[config.mk]
export PLATFORM = sky130hd
export DESIGN_NAME = uart_byte_tx
export DESIGN_NICKNAME = d
export VERILOG_FILES = /design/src/rtl/uart_byte_tx.sv
export SDC_FILE = /design/constraint.sdc
export NUM_CORES = 1
export LEC_CHECK = 0
export ABC_CLOCK_PERIOD_IN_PS = 3200
export CAP_MARGIN = 15
export CORE_AREA = 2 2 48 50
export DETAILED_ROUTE_END_ITERATION = 8
export DIE_AREA = 0 0 50 52
export DONT_BUFFER_PORTS = 1
export HOLD_SLACK_MARGIN = 0.08
export PLACE_DENSITY = 0.71
export SKIP_LAST_GASP = 1
export SYNTH_ARGS = -nofsm -noshare
export SYNTH_HDL_FRONTEND = slang
export SYNTH_SLANG_ARGS = --single-unit
[constraint.sdc]
create_clock -name clk -period 3.2 [get_ports clk]
set_input_delay 0.96 -clock clk [delete_from_list [all_inputs] [get_ports clk]]
set_output_delay 0.96 -clock clk [all_outputs]
set_load 0.01 [all_outputs]
[src/rtl/uart_byte_tx.sv]
// Byte-wide UART transmitter: 8N1 by default, 8E1 when UART_TX_PARITY_EN is defined.
// Every output is a registered function of the state the FSM is in, so the line lags the state by one cycle.
module uart_byte_tx #(
  parameter int CLKS_PER_BIT = 87
) (
  input  logic       clk,
  input  logic       rst,
  input  logic       uart_tx_go,
  input  logic [7:0] out_byte,
  output logic       o_tx_serial,
  output logic       o_tx_active,
  output logic       tx_done
);

  localparam int CW = $clog2(CLKS_PER_BIT);
  localparam logic [CW-1:0] LAST = CW'(CLKS_PER_BIT - 1);

  typedef enum logic [2:0] {
    S_IDLE,
    S_START,
    S_DATA,
`ifdef UART_TX_PARITY_EN
    S_PARITY,
`endif
    S_STOP,
    S_CLEANUP
  } state_t;

  state_t        r_state;
  logic [CW-1:0] r_cnt;
  logic [2:0]    r_bit;
  logic [7:0]    r_shift;
  logic          r_serial;
  logic          r_active;
  logic          r_done;

  logic w_bit_end;
  assign w_bit_end = (r_cnt == LAST);

  always_ff @(posedge clk) begin
    if (rst) begin
      r_state  <= S_IDLE;
      r_cnt    <= '0;
      r_bit    <= '0;
      r_shift  <= '0;
      r_serial <= 1'b1;
      r_active <= 1'b0;
      r_done   <= 1'b0;
    end else begin
      r_done <= 1'b0;
      case (r_state)
        S_IDLE: begin
          r_serial <= 1'b1;
          r_active <= 1'b0;
          r_cnt    <= '0;
          if (uart_tx_go) begin
            r_shift <= out_byte;
            r_bit   <= '0;
            r_state <= S_START;
          end
        end
        S_START: begin
          r_serial <= 1'b0;
          r_active <= 1'b1;
          if (w_bit_end) begin
            r_cnt   <= '0;
            r_state <= S_DATA;
          end else begin
            r_cnt <= r_cnt + 1'b1;
          end
        end
        S_DATA: begin
          r_serial <= r_shift[r_bit];
          r_active <= 1'b1;
          if (w_bit_end) begin
            r_cnt <= '0;
            r_bit <= r_bit + 1'b1;  // wraps back to 0 after bit 7
            if (r_bit == 3'd7) begin
`ifdef UART_TX_PARITY_EN
              r_state <= S_PARITY;
`else
              r_state <= S_STOP;
`endif
            end
          end else begin
            r_cnt <= r_cnt + 1'b1;
          end
        end
`ifdef UART_TX_PARITY_EN
        S_PARITY: begin
          r_serial <= ^r_shift;
          r_active <= 1'b1;
          if (w_bit_end) begin
            r_cnt   <= '0;
            r_state <= S_STOP;
          end else begin
            r_cnt <= r_cnt + 1'b1;
          end
        end
`endif
        S_STOP: begin
          r_serial <= 1'b1;
          r_active <= 1'b1;
          if (w_bit_end) begin
            r_cnt   <= '0;
            r_state <= S_CLEANUP;
          end else begin
            r_cnt <= r_cnt + 1'b1;
          end
        end
        S_CLEANUP: begin
          r_serial <= 1'b1;
          r_active <= 1'b0;
          r_done   <= 1'b1;
          r_cnt    <= '0;
          r_state  <= S_IDLE;
        end
        default: r_state <= S_IDLE;
      endcase
    end
  end

  assign o_tx_serial = r_serial;
  assign o_tx_active = r_active;
  assign tx_done     = r_done;

endmodule

==> run summary <==
Post-synth ARST share: 0%
Internal reg-to-reg setup slack: 1510 ps
Crit start category: register
Initial Util: 54.37%
Worst R2R Start: r_state[2]
Crit Path Max Fanout: 17
Total CTS buffers: 3
Peak VDD IR: 264.7 µV
Net count, final: 139
Period minus WS final: 1690 ps
Vias after detailed routing: 884
R2R Path End: r_bit[2]
Status: complete, no violations
CP endpoint kind: register
Count leader, synth: dfxtp_1
DRC: 0
Cell row count: 17
Clock root buffer: clkbuf_4
I/O Buffers: 0
Worst setup path start: r_state[2]
Hold_buf cts: 0
DR WL/cell: 13.74 µm
DIE AREA: 2600 µm²
Post-CTS sizing: 0
Clock Latency Late Sink: 320 ps
Synth top area cells: dfxtp_1, nand2_1, a21oi_1, ha_1, mux2i_1
Net count after synthesis: 142
Slew Viols, Final: 0
Hold path start: r_shift[6]
Diodes inserted: 0
Die H: 52 µm
Final setup violation count: 0
Post-synth EDFFs: 0
Hold Path Stages: 2
Iter 0 DRT Violations: 23
Final non-filler cell area: 1179 µm²
Vias per Instance: 5.854
Sequential area share after synthesis: 41.97%
Initial antenna violation count: 0
Placed Area: 1142 µm²
CTS tree: done
Worst setup path class: reg2reg
Post-Syn Area per Cell: 9.015 µm²
Synth cell types: 34
Synth Cell Area: 1145 µm²
Max Cap Viol: 0
Setup TNS: 0 ps
Dpl hpwl: 1.485 mm
Syn-to-layout area delta: 2.951%
First-pass GRT wire length: 3.567 mm
Clock transition at path regs: 130 ps
Dominant cell type by area after synthesis: dfxtp_1
Grt ovf: 0
Worst slew margin: 63.03%
Clk sink count: 24
Non-filler cells, final: 151
YS warnings: 0
Core outline area: 2106 µm²
Final Skew: 2.671 ps
Largest net degree at the start of global routing: 20
Unrepaired setup endpoints after global routing: no
Critical path required time: 3430 ps
Ratio of cells with drive above 1 in the final layout: 6.504%
Vias in the first global route: 801
Core Util, Final: 55.97%
Gr usage total: 18.31%
Crit path arrival time: 1920 ps
Synth Register Bits: 24
Highest clock rate: 591.6 MHz
Top FF cell, synth: dfxtp_1
IO Pins: 14
Final wirelength: 2.075 mm
Setup bufs post-CTS: 0
Reg2reg path depth: 4
Worst Hold Class: reg2reg
Hold Vio Cnt, Final: 0
First-pass DRT Iterations: 4
CTS H-tree depth: 1
Leak: 0.4320 nW
RePlAce Congestion: 0.7753
Die W: 50 µm
Cells after Synth: 127
Worst slew pin tran: 553.8 ps
Post-Place Cells: 147
Final period utilization: 52.82%
Hold EP: r_shift[6]
ANT nets after route: 0
Clock Tree Buf Depth: 2
Area share of the largest cell type after synthesis: 41.97%
Post-synth top cells: dfxtp_1, nand2_1, a21oi_1
Pwr dens: 426.2 nW/µm²
final cells by class:
cell class	count	area [µm²]
multi-input cells	93	619.3
inverters	2	7.507
clock buffers	4	36.28
flip-flops and latches	24	480.5
fillers	189	927.1
well taps	28	35.03
metrics by stage:
stage / hold slack (ps) / worst slack (ps) / power, mW
after floorplan: 433.1 / 1137 / 0.3484
after global placement: 437.4 / 1252 / 0.3493
after detailed placement: 441.5 / 1244 / 0.3500
after CTS: 459.3 / 1497 / 0.5077
after global routing: 474.5 / 1313 / 0.5299
final: 453.9 / 1510 / 0.5023
power breakdown:
group	internal (mW)	total, mW	switching [mW]
Clock	0.0696	0.159	0.0896
Sequential	0.308	0.316	0.00771
Combinational	0.0130	0.0274	0.0144
cells by family (layout without fill, tap and decap cells):
logic type	after synthesis	in the layout	share of synthesized area [%]
AO/OA/AOI/OAI	30	30	17.71
XOR/XNOR	1	1	0.7652
adder cells (fa/ha/maj)	4	4	4.372
buffers and inverters	10	6	3.934
flip-flops	24	24	41.97
multiplexers	7	7	8.306
AND/OR/NAND/NOR	51	51	22.95
worst max-delay path, stage by stage (launching register included):
cell	delay, ps
dfxtp_1	690
nor2_1	220
nand2_1	290
a22oi_1	110
a311oi_1	290
routing by layer:
layer  part of all wire [%]  global-route usage (%)  routed length [µm]
met5                      0                       0                   0
met4                    2.9                   11.11                  61
met3                    4.7                   2.874                  97
met2                     45                   27.19                 925
met1                     48                   24.95                 990
worst max path at each step:
stage / depth (start not counted) / endpoint / slack, ps
2_1_floorplan: 5 / r_cnt[5] / 1140
3_3_place_gp: 4 / r_cnt[5] / 1250
3_5_place_dp: 4 / r_cnt[5] / 1240
4_1_cts: 4 / r_bit[2] / 1500
5_1_grt: 4 / r_bit[2] / 1310
6_report: 4 / r_bit[2] / 1510
sequential cells by signal, summed over array words and instances (netlist names):
register	cells
o_tx_serial	1
tx_done	1
o_tx_active	1
r_bit	3
r_shift	8
r_cnt	7
r_state	3
placed cells by master (no fill, tap or decap), types with 2 or more instances in the layout:
master,n
mux2i_1,5
dfxtp_1,24
nor4_1,2
o21ai_0,5
nor3_1,5
a311oi_1,3
mux4_2,2
nand3_1,2
a21oi_1,12
o211a_1,2
inv_1,2
and4_1,2
or3_1,2
ha_1,4
nand2_1,21
nand2b_1,2
a22oi_1,3
nor2_1,7
clkbuf_4,3
or4_1,2
(Power assumes the default switching activity.)
